$ cat config.mk
export PLATFORM = sky130hd
export DESIGN_NAME = mul_issue_ctrl
export DESIGN_NICKNAME = d
export VERILOG_FILES = /design/src/rtl/mul_pkg.sv /design/src/rtl/mul_operand_fifo.sv /design/src/rtl/mul_issue_ctrl.sv
export SDC_FILE = /design/constraint.sdc
export NUM_CORES = 1
export LEC_CHECK = 0
export CORE_MARGIN = 10
export CORE_UTILIZATION = 58
export CTS_BUF_LIST = sky130_fd_sc_hd__clkbuf_4
export CTS_CLUSTER_DIAMETER = 100
export DETAILED_ROUTE_END_ITERATION = 6
export PLACE_DENSITY = 0.85
export SETUP_SLACK_MARGIN = 0.3
export SLEW_MARGIN = 5
export SYNTH_ARGS = -nofsm -noshare
export SYNTH_HDL_FRONTEND = slang
export SYNTH_SLANG_ARGS = --single-unit
export TNS_END_PERCENT = 100
$ cat constraint.sdc
create_clock -name clk -period 7.2 [get_ports clk]
set_input_delay 1.44 -clock clk [delete_from_list [all_inputs] [get_ports clk]]
set_output_delay 1.44 -clock clk [all_outputs]
set_load 0.1 [all_outputs]
$ cat src/rtl/mul_pkg.sv
// Shared types and widths for the multiplier issue controller.
// Holds the FSM state enum, datapath widths and the result bundle.
package mul_pkg;

    localparam int OP_W      = 32;
    localparam int PROD_W    = 64;
    localparam int LZ_W      = 5;
    // Tag field is sized for the widest caller tag we expect;
    // narrower tags are zero-extended into it.
    localparam int TAG_MAX_W = 16;

    typedef enum logic [1:0] {
        IDLE,
        ISSUE,
        ARM,
        WAIT
    } state_t;

    typedef struct packed {
        logic [PROD_W-1:0]    product;
        logic [TAG_MAX_W-1:0] tag;
        logic [LZ_W-1:0]      lz_a;
        logic [LZ_W-1:0]      lz_b;
        logic                 err;
    } result_t;

endpackage

$ cat src/rtl/mul_operand_fifo.sv
// Synchronous FIFO buffering operand pairs ahead of the multiplier.
// Ports: push/wdata/full (write side), pop/rdata/empty (read side).
module mul_operand_fifo #(
    parameter int DEPTH = 4,
    parameter int W     = 68
) (
    input  logic         clk,
    input  logic         rst_n,
    input  logic         push,
    input  logic [W-1:0] wdata,
    input  logic         pop,
    output logic [W-1:0] rdata,
    output logic         full,
    output logic         empty
);

    localparam int AW = $clog2(DEPTH);

    logic [W-1:0] mem [DEPTH];
    logic [AW:0]  wr_q;
    logic [AW:0]  rd_q;
    logic         do_push;
    logic         do_pop;

    // Wrap bits differ with equal indices => full.
    assign full  = (wr_q[AW] != rd_q[AW]) &&
                   (wr_q[AW-1:0] == rd_q[AW-1:0]);
    assign empty = (wr_q == rd_q);

    assign do_push = push && !full;
    assign do_pop  = pop && !empty;

    always_ff @(posedge clk or negedge rst_n) begin
        if (!rst_n) begin
            wr_q <= '0;
            rd_q <= '0;
        end else begin
            if (do_push) wr_q <= wr_q + (AW+1)'(1);
            if (do_pop)  rd_q <= rd_q + (AW+1)'(1);
        end
    end

    always_ff @(posedge clk) begin
        if (do_push) mem[wr_q[AW-1:0]] <= wdata;
    end

    assign rdata = mem[rd_q[AW-1:0]];

endmodule

$ cat src/rtl/mul_issue_ctrl.sv
// Issues buffered signed operand pairs one at a time to the multiplier
// and returns product/tag/lz on a result stream, with timeout retire.
// Ports: in_* (operand stream), out_* (result stream),
// mul_* (multiplier handshake), timeout_seen, busy.
module mul_issue_ctrl
    import mul_pkg::*;
#(
    parameter int DEPTH   = 4,
    parameter int TAG_W   = 4,
    parameter int TIMEOUT = 100
) (
    input  logic              clk,
    input  logic              rst_n,
    input  logic              in_valid,
    output logic              in_ready,
    input  logic [OP_W-1:0]   in_a,
    input  logic [OP_W-1:0]   in_b,
    input  logic [TAG_W-1:0]  in_tag,
    output logic              out_valid,
    input  logic              out_ready,
    output logic [PROD_W-1:0] out_product,
    output logic [TAG_W-1:0]  out_tag,
    output logic [LZ_W-1:0]   out_lz_a,
    output logic [LZ_W-1:0]   out_lz_b,
    output logic              out_err,
    output logic              mul_start,
    output logic [OP_W-1:0]   mul_operand_a,
    output logic [OP_W-1:0]   mul_operand_b,
    input  logic              mul_done,
    input  logic [PROD_W-1:0] mul_product,
    input  logic [LZ_W-1:0]   mul_lz_a,
    input  logic [LZ_W-1:0]   mul_lz_b,
    output logic              timeout_seen,
    output logic              busy
);

    localparam int FW    = 2*OP_W + TAG_W;
    localparam int CNT_W = $clog2(TIMEOUT + 1);

    state_t           state_q;
    state_t           state_d;
    logic             fifo_full;
    logic             fifo_empty;
    logic             pop;
    logic [FW-1:0]    head;
    logic [OP_W-1:0]  head_a;
    logic [OP_W-1:0]  head_b;
    logic [TAG_W-1:0] head_tag;
    logic [TAG_W-1:0] tag_q;
    logic [CNT_W-1:0] cnt_q;
    logic             timed_out;
    logic             capture;
    logic             slot_free;
    logic             valid_q;
    logic             seen_q;
    result_t          res_q;

    mul_operand_fifo #(
        .DEPTH (DEPTH),
        .W     (FW)
    ) u_fifo (
        .clk   (clk),
        .rst_n (rst_n),
        .push  (in_valid),
        .wdata ({in_a, in_b, in_tag}),
        .pop   (pop),
        .rdata (head),
        .full  (fifo_full),
        .empty (fifo_empty)
    );

    assign {head_a, head_b, head_tag} = head;

    // A result leaving this cycle frees the slot for the next issue.
    assign slot_free = !valid_q || out_ready;
    assign timed_out = (cnt_q == CNT_W'(TIMEOUT - 1));
    assign capture   = (state_q == WAIT) && (mul_done || timed_out);

    always_comb begin
        state_d = state_q;
        pop     = 1'b0;
        unique case (state_q)
            IDLE: begin
                if (!fifo_empty && slot_free) begin
                    state_d = ISSUE;
                    pop     = 1'b1;
                end
            end
            ISSUE: state_d = ARM;
            // done is ignored here: it may still be high from the
            // previous operation.
            ARM:   state_d = WAIT;
            WAIT: begin
                if (mul_done || timed_out) state_d = IDLE;
            end
            default: state_d = IDLE;
        endcase
    end

    always_ff @(posedge clk or negedge rst_n) begin
        if (!rst_n) begin
            state_q       <= IDLE;
            mul_operand_a <= '0;
            mul_operand_b <= '0;
            tag_q         <= '0;
            cnt_q         <= '0;
        end else begin
            state_q <= state_d;
            if (pop) begin
                mul_operand_a <= head_a;
                mul_operand_b <= head_b;
                tag_q         <= head_tag;
            end
            if (state_q == ARM) begin
                cnt_q <= '0;
            end else if (state_q == WAIT && !mul_done && !timed_out) begin
                cnt_q <= cnt_q + CNT_W'(1);
            end
        end
    end

    always_ff @(posedge clk or negedge rst_n) begin
        if (!rst_n) begin
            valid_q <= 1'b0;
            seen_q  <= 1'b0;
            res_q   <= '0;
        end else if (capture) begin
            valid_q   <= 1'b1;
            res_q.tag <= TAG_MAX_W'(tag_q);
            if (mul_done) begin
                res_q.product <= mul_product;
                res_q.lz_a    <= mul_lz_a;
                res_q.lz_b    <= mul_lz_b;
                res_q.err     <= 1'b0;
            end else begin
                res_q.product <= '0;
                res_q.lz_a    <= '0;
                res_q.lz_b    <= '0;
                res_q.err     <= 1'b1;
                seen_q        <= 1'b1;
            end
        end else if (valid_q && out_ready) begin
            valid_q <= 1'b0;
        end
    end

    assign in_ready     = !fifo_full;
    assign mul_start    = (state_q == ISSUE);
    assign out_valid    = valid_q;
    assign out_product  = res_q.product;
    assign out_tag      = TAG_W'(res_q.tag);
    assign out_lz_a     = res_q.lz_a;
    assign out_lz_b     = res_q.lz_b;
    assign out_err      = res_q.err;
    assign timeout_seen = seen_q;
    assign busy         = (state_q != IDLE) || !fifo_empty;

endmodule
==> results.toml, run 1 <==
[timing]
hold_viol_final = 0
finalSetupViolCount = 0
fin_crit_sh_pct = 65.9
skew_ps = 66.6
rsz0062_at_grt = "false"
slew_headroom_pct = 24.2
setup_tns_ps = 0
finalMaxSlewViolations = 0
fin_crit_ps = 4750
tightest_slew_ps = 1130
fmax_ghz = 0.211

[die]
die_x_um = 186
core.rowCount = 60
core-area_mm2 = 0.0271
die_height_um = 186
start_util_pct = 59.2
ioPinCount = 295
dieArea_mm2 = 0.0347

[global_routing]
grt_busiest_layer = "met2"
antenna_found_initial = 9
grt_max_degree = 98
grt.overflow.total = 0
grt_use_met2_pct = 33.9
first_global_vias = 9733
grt_pass1_wl_um = 57500
grtUsageMet1_pct = 26.2
track_usage_pct = 21.2
grt_util_met3_pct = 8.03

[critical_path]
path_cells = "xnor2_1 -> nand3b_1 -> clkdlybuf4s50_1"
end_kind = "primary output"
required_ps = 5760
slowest_stage = "clkdlybuf4s50_1"
slowest_delay_ps = 1190
crit_family = "buffers and inverters"
critical_path.startpoint_type = "register"
worst_ep_arrival_time_ps = 3310
r2r_start = "u_fifo.rd_q[0]"
crit_path_max_fanout = 33
critPathBufInv = 1
crit_type = "register to primary output"
timing.rr.end = "u_fifo.mem[3][65]"
r2r_slack_ps = 4300
r2r_cells = 4

[cells_and_area]
fillers = 1485
nets = 1295
final_layout_size_suffix_gt1_share_pct = 27.3
area_growth_syn_to_layout_pct = 29.4

[cts]
insertion_delay_ps = 730
clockBufferDepth = 3
h-tree-depth = 3
cts_tree = "yes"
clk_pin_slew_ps = 70
post_cts_buffers = 0
clock_sinks = 436
cts_buffers = 106
cts_hold_buf = 0
ctsResizeCount = 0
cts_root_buf = "clkbuf_4"

[yosys]
ys_warn_count = 0
synth_area_leaders = "edfxtp_1, dfrtp_1, mux4_2, mux2_2, a22o_1"
synth_top_area_cell = "edfxtp_1"
netlist_instances = 766
synthesis.nets = 924
synth_edf_count = 272
synth_seq_cells = 436
synth_area_per_cell_um2 = 20.9
synth_commonest_cells = "edfxtp_1, dfrtp_1, a22o_1"
synthArstFlopShare_pct = 37.6
syn_area_mm2 = 0.0160
synth_cell_types = 34
yosysMostFrequentCell = "edfxtp_1"
synth_top_area_share_pct = 50.9
ys.flop_type = "edfxtp_1"
ys_seq_area_share_pct = 76.5

[worst_hold_path]
hold_path_depth = 1
hp-class = "register to register"
min_from = "u_fifo.wr_q[2]"
min_to = "u_fifo.wr_q[2]"

[drt]
drc = 0
wl_per_cell_um = 23.0
ant_nets = 0
drt_iter0_markers = 481
num_vias = 8799
drtPass1Iterations = 4
wl_um = 36800
routed_via_density = 5.50

[outcome]
status = "completed"

[flow_run]
max-cap-violations = 0

[place]
hpwl_um = 23200
globalplace.congestion = 0.771
port_buffers = 294
area by class of cell:
class | instances | area [µm²] | area share [%]
diodes | 5 | 12.5 | 0.0603
clock buffers | 161 | 1210 | 5.82
clock inverters | 33 | 178 | 0.856
inverters | 7 | 26.3 | 0.127
multi-input cells | 283 | 3570 | 17.2
flip-flops and latches | 436 | 12300 | 59.2
well taps | 372 | 465 | 2.24
repair buffers | 303 | 3010 | 14.5
layout by cell type (no fill, tap or decap), drive strengths merged, types with 2 or more instances in the layout:
cell,n
clkbuf,162
and3,4
xor2,3
clkdlybuf4s50,293
o21ai,4
or3,2
edfxtp,272
clkinvlp,2
mux2i,3
nand3b,2
clkinv,28
nor2,7
mux4,68
ha,11
a21oi,2
nand2,9
a22o,74
dfrtp,164
nor3,2
buf,9
mux2,75
inv,9
xnor2,8
diode,5
metrics by stage:
step                worst slack [ps]  utilization (%)  hold slack (ps)  instances  instance area (µm²)
floorplan                       3430                -              462        766                16000
global placement                3190             71.4              470       1401                19400
detailed placement              3150             71.4              485       1401                19400
CTS                             2350             76.5              496       1595                20700
global route                    2200             76.6              512       1598                20800
finish                          2450             76.6              497       1600                20800
layer usage:
| metal | wire, µm | part of all wire [%] | up-vias |
|---|---|---|---|
| met5 | 56 | 0.15 | - |
| met4 | 720 | 2.0 | 8 |
| met3 | 3680 | 10 | 60 |
| met2 | 18300 | 50 | 374 |
| met1 | 14100 | 38 | 4472 |
| li1 | - | - | 3885 |
flip-flops by register name, indices dropped and copies added (netlist names):
name and flops:
out_product 64, state_q 2, u_fifo.rd_q 3, out_err 1, timeout_seen 1, out_lz_a 5
cnt_q 7, out_lz_b 5, mul_operand_a 32, u_fifo.wr_q 3, out_valid 1, tag_q 4
out_tag 4, mul_operand_b 32, u_fifo.mem 272
worst max path at each step:
stage | startpoint | to | depth (start not counted) | slack (ps)
3_3_place_gp | u_fifo.rd_q[0] | in_ready | 3 | 3190
3_5_place_dp | u_fifo.rd_q[0] | in_ready | 3 | 3150
4_1_cts | u_fifo.rd_q[0] | in_ready | 3 | 2350
6_report | u_fifo.rd_q[0] | in_ready | 3 | 2450
2_1_floorplan | u_fifo.rd_q[0] | u_fifo.mem[3][0] | 4 | 3430
5_1_grt | u_fifo.rd_q[0] | in_ready | 3 | 2200
kinds of logic after synthesis:
group | Yosys count | share of synthesized area (%)
DFF | 436 | 76.5
buffers and inverters | 47 | 1.48
xor gates and xnor gates | 11 | 0.600
and+or+nand+nor | 31 | 0.998
adders and majority gates | 11 | 0.858
muxes | 146 | 15.1
AOI/OAI and AO/OA | 84 | 4.52
Power of run 1 is not shown: default switching activity piles up to over one toggle a cycle in this logic, so the estimate is an artifact.
==> inputs of run 2 (changes only) <==
CORE_UTILIZATION = 54   (was 58)
PLACE_DENSITY = 0.8   (was 0.85)
clock period = 4.8 ns   (was 7.2 ns; I/O delays follow)
==> run 2 against run 1 <==
First-iteration DRC count is 22% lower. Via count is 0.42% lower. Cell count is 1.4% higher. Core utilization is 5.9 points lower. Worst setup slack worse by 1200 ps. Hold slack worse by 220 ps. Register-to-register slack worse by 2300 ps. Clock-buffer cell count is 15 higher.
==> results.toml, run 2 (synthesized netlist as in run 1, its figures left out) <==
[outcome]
status = "completed"

[die]
ioPinCount = 295
die_x_um = 192
die_height_um = 192
core.rowCount = 63
dieArea_mm2 = 0.0370
start_util_pct = 54.4
core-area_mm2 = 0.0295

[timing]
rsz0062_at_grt = "false"
tightest_slew_ps = 1120
hold_viol_final = 0
finalMaxSlewViolations = 0
fmax_ghz = 0.280
setup_tns_ps = 0
fin_crit_ps = 3570
finalSetupViolCount = 0
slew_headroom_pct = 25.3
skew_ps = 60.4
fin_crit_sh_pct = 74.4

[drt]
ant_nets = 0
drt-met1-wl_um = 14400
dr_wl_met2_um = 18100
drtPass1Iterations = 5
routed-wl-met3_um = 3440
routed_via_density = 5.40
drc = 0
drt_iter0_markers = 373
wl_per_cell_um = 22.5
dr.max_layer_used = "met5"
num_vias = 8762
wl_um = 36400

[place]
globalplace.congestion = 0.841
port_buffers = 294
hpwl_um = 23100

[critical_path]
slowest_delay_ps = 1160
critical_path.startpoint_type = "register"
required_ps = 3840
slowest_stage = "clkdlybuf4s50_1"
crit_type = "register to primary output"
end_kind = "primary output"
critPathBufInv = 2
worst_ep_arrival_time_ps = 2610
crit_family = "buffers and inverters"
crit_path_max_fanout = 4
path_cells = "inv_1 -> ha_1 -> clkdlybuf4s50_1"

[global_routing]
grt_pass1_wl_um = 55500
track_usage_pct = 19.6
grt.overflow.total = 0
grt_max_degree = 92
first_global_vias = 9543
antenna_found_initial = 8

[cells_and_area]
final_common_cell = "clkdlybuf4s50_1"
area_growth_syn_to_layout_pct = 30.0
largest_reg_flops = 272
final_layout_size_suffix_gt1_share_pct = 28.6
nets = 1295
final_cell_mix = "clkdlybuf4s50_1, edfxtp_1, clkbuf_4"

[cts]
cts_tree = "yes"
cts_buffers = 107
cts_hold_buf = 0
clk_pin_slew_ps = 70
ctsResizeCount = 0
cts_root_buf = "clkbuf_4"
h-tree-depth = 3
clockBufferDepth = 3
clock_sinks = 436
post_cts_buffers = 0
insertion_delay_ps = 730

[worst_hold_path]
hp-class = "input port to asynchronous set/reset pin"

[flow_run]
max-cap-violations = 0
run 2: area by class of cell:
type,instances,area [µm²]
diodes,4,10.0
clock buffers,176,1320
clock inverters,25,144
fillers,1890,8630
inverters,7,26.3
multi-input cells,283,3570
flip-flops and latches,436,12300
well taps,390,488
repair buffers,302,3010
run 2: stage by stage:
stage,utilization (%),cell area (µm²),hold slack [ps],cells,setup WS [ps]
final,70.7,20900,274,1623,1230
after global routing,70.7,20800,285,1620,1120
after CTS,70.7,20800,308,1619,1170
after detailed placement,65.7,19400,486,1418,1690
after global placement,65.7,19400,486,1418,1710
after floorplan,-,16000,462,766,1030
run 2: path summary, 6_finish.rpt:
check / slack (ps) / startpoint / depth (start not counted) / to
worst min register to register: 500 / u_fifo.rd_q[2] / 1 / u_fifo.rd_q[2]
min in group clk: 500 / u_fifo.rd_q[2] / 1 / u_fifo.rd_q[2]
max in group asynchronous: 3320 / rst_n / 2 / out_product[46]
worst min-delay path: 270 / rst_n / 1 / mul_operand_a[4]
worst max register to register: 2000 / u_fifo.rd_q[0] / 3 / u_fifo.mem[2][12]
worst max-delay path: 1230 / state_q[1] / 3 / mul_start
run 2: metal layers:
| metal | GRT usage, % | vias up |
|---|---|---|
| met1 | 23.8 | 4481 |
| met3 | 7.16 | 41 |
| li1 | - | 3891 |
| met2 | 32.4 | 341 |
| met5 | 0 | - |
| met4 | 5.78 | 8 |
Power of run 2 is left out for the same reason.
==> patch (flow settings as in run 2) <==
The 4 states of `state_t` get a one-hot encoding in 4 bits.
--- a/src/rtl/mul_pkg.sv
+++ b/src/rtl/mul_pkg.sv
@@ -9,11 +9,11 @@
     // narrower tags are zero-extended into it.
     localparam int TAG_MAX_W = 16;
 
-    typedef enum logic [1:0] {
-        IDLE,
-        ISSUE,
-        ARM,
-        WAIT
+    typedef enum logic [3:0] {
+        IDLE  = 4'b0001,
+        ISSUE = 4'b0010,
+        ARM   = 4'b0100,
+        WAIT  = 4'b1000
     } state_t;
 
     typedef struct packed {
Formal check against the unedited RTL: no difference found for any inputs over 4 cycles, from zero or initial values and one cycle with rst_n low; so few cycles prove little.
==> patch against run 2 <==
- wire length grew 0.97%
- sequential cell count grew 2
- setup slack got worse by 0.31 ns
- synthesized cell count decreased by 0.52%
- synthesized area increased by 0.27%
- design area barely moved
- fmax is 8.0% lower
- non-clock buffer count rose by 10
- largest cell class unchanged
Power is not shown: default switching activity piles up to over one toggle a cycle in this logic, so the estimate is an artifact.
==> patch: results (changes against run 2) <==
stage	metric	value	unit	change
global_route	grt_max_degree	101		was 92
timing	clock_skew	0.0431	ns	was 0.0604 ns
placement	place_area	0.0195	mm²	was 0.0194 mm²
finish	clkCellAreaFrac	0.0654		was 0.0703
global_route	grtUsageMet3	0.0791		was 0.0716
finish	multi_input_gates	279		was 283
finish	areaGrowthSynthToFinish	29.7	%	was 30.0%
global_route	grtUsageMet2	0.325		was 0.324
timing	hold_ws	0.293	ns	was 0.274 ns
placement	dp_cells	1424		was 1418
finish	seq_share	0.591		was 0.589
clock_tree	clk_latency	0.71	ns	was 0.73 ns
placement	hpwl	23.9	mm	was 23.1 mm
routing	via_per_inst	5.43		was 5.40
placement	routabilityCongestion	0.806		was 0.841
finish	fillCellCount	1859		was 1890
finish	nNonClkBuffers	312		was 302
logic_synthesis	synth_cells	762		was 766
finish	buffer_area_frac	0.148		was 0.144
clock_tree	numCtsBuffers	106		was 107
routing	routedWlPerCell	22.7	µm	was 22.5 µm
finish	multi_input_area_share	0.171		about the same
routing	drt_pre_antenna_iters	4		was 5
global_route	grt_pass1_wl	55.6	mm	was 55.5 mm
logic_synthesis	ys_types	43		was 34
global_route	grt_pass1_vias	9584		was 9543
logic_synthesis	synthTopCellsByArea	edfxtp_1 51%, dfrtp_1 26%, mux4_2 9.5%, mux2_2 4.5%, a22o_1 4.0%		was edfxtp_1 51%, dfrtp_1 26%, mux4_2 9.5%, mux2_2 5.1%, a22o_1 4.0%
finish	n_clock_buffer	164		was 176
global_route	grt_use_met1	0.231		was 0.238
routing	met2_length	18.1	mm	about the same
global_route	antenna_found_initial	5		was 8
worst_setup_path	rr_worst_depth	4		was 3
worst_setup_path	worstSetupStartpoint	state_q[0]		was state_q[1]
logic_synthesis	synthTopCellsByCount	272 x edfxtp_1, 165 x dfrtp_1, 74 x a22o_1		was 272 x edfxtp_1, 164 x dfrtp_1, 74 x a22o_1
placement	post-place-ws	1.39	ns	was 1.69 ns
logic_synthesis	synth_nets	915		was 924
global_route	grt_usage	0.197		was 0.196
worst_setup_path	worst-r2r-setup-slack	2.07	ns	was 2.00 ns
worst_setup_path	slowest_delay	1.05	ns	was 1.16 ns
timing	maxSlewHeadroom	0.281		was 0.253
routing	vias	8808		was 8762
finish	inv_count	5		was 7
logic_synthesis	yosysSeqAreaShare	0.766		was 0.765
outcome	outcome	finished, final reports clean		unchanged
[patch: cell types whose count changed in the layout (fill, tap and decap cells not counted), sizes merged, moves of 3 or more]
cell / before / now
clkbuf: 176 / 165
buf: 11 / 19
clkinv: 20 / 28
ha: 11 / 6
inv: 11 / 6
nor2: 7 / 2
nor4b: 0 / 5
o31ai: 0 / 3
[patch: cell families (layout without fill, tap and decap cells)]
kind of cell	count (synthesis)	after routing	share of synthesized area
flops	438	438	0.766
mux	144	144	0.149
compound gates	89	89	0.0474
buf+inv	45	511	0.0140
simple gates	32	32	0.0144
xor+xnor	8	8	0.00436
fa+ha+maj	6	6	0.00467
other cells	0	3	0
[patch: worst min-delay path by stage]
stage / from / endpoint / depth (start not counted)
CTS: rst_n / mul_operand_b[15] / 1
global route: rst_n / mul_operand_b[14] / 1
detailed placement: mul_operand_a[0] / mul_operand_a[0] / 1
finish: rst_n / mul_operand_b[14] / 1
global placement: mul_operand_a[18] / mul_operand_a[18] / 1
floorplan: tag_q[3] / tag_q[3] / 1
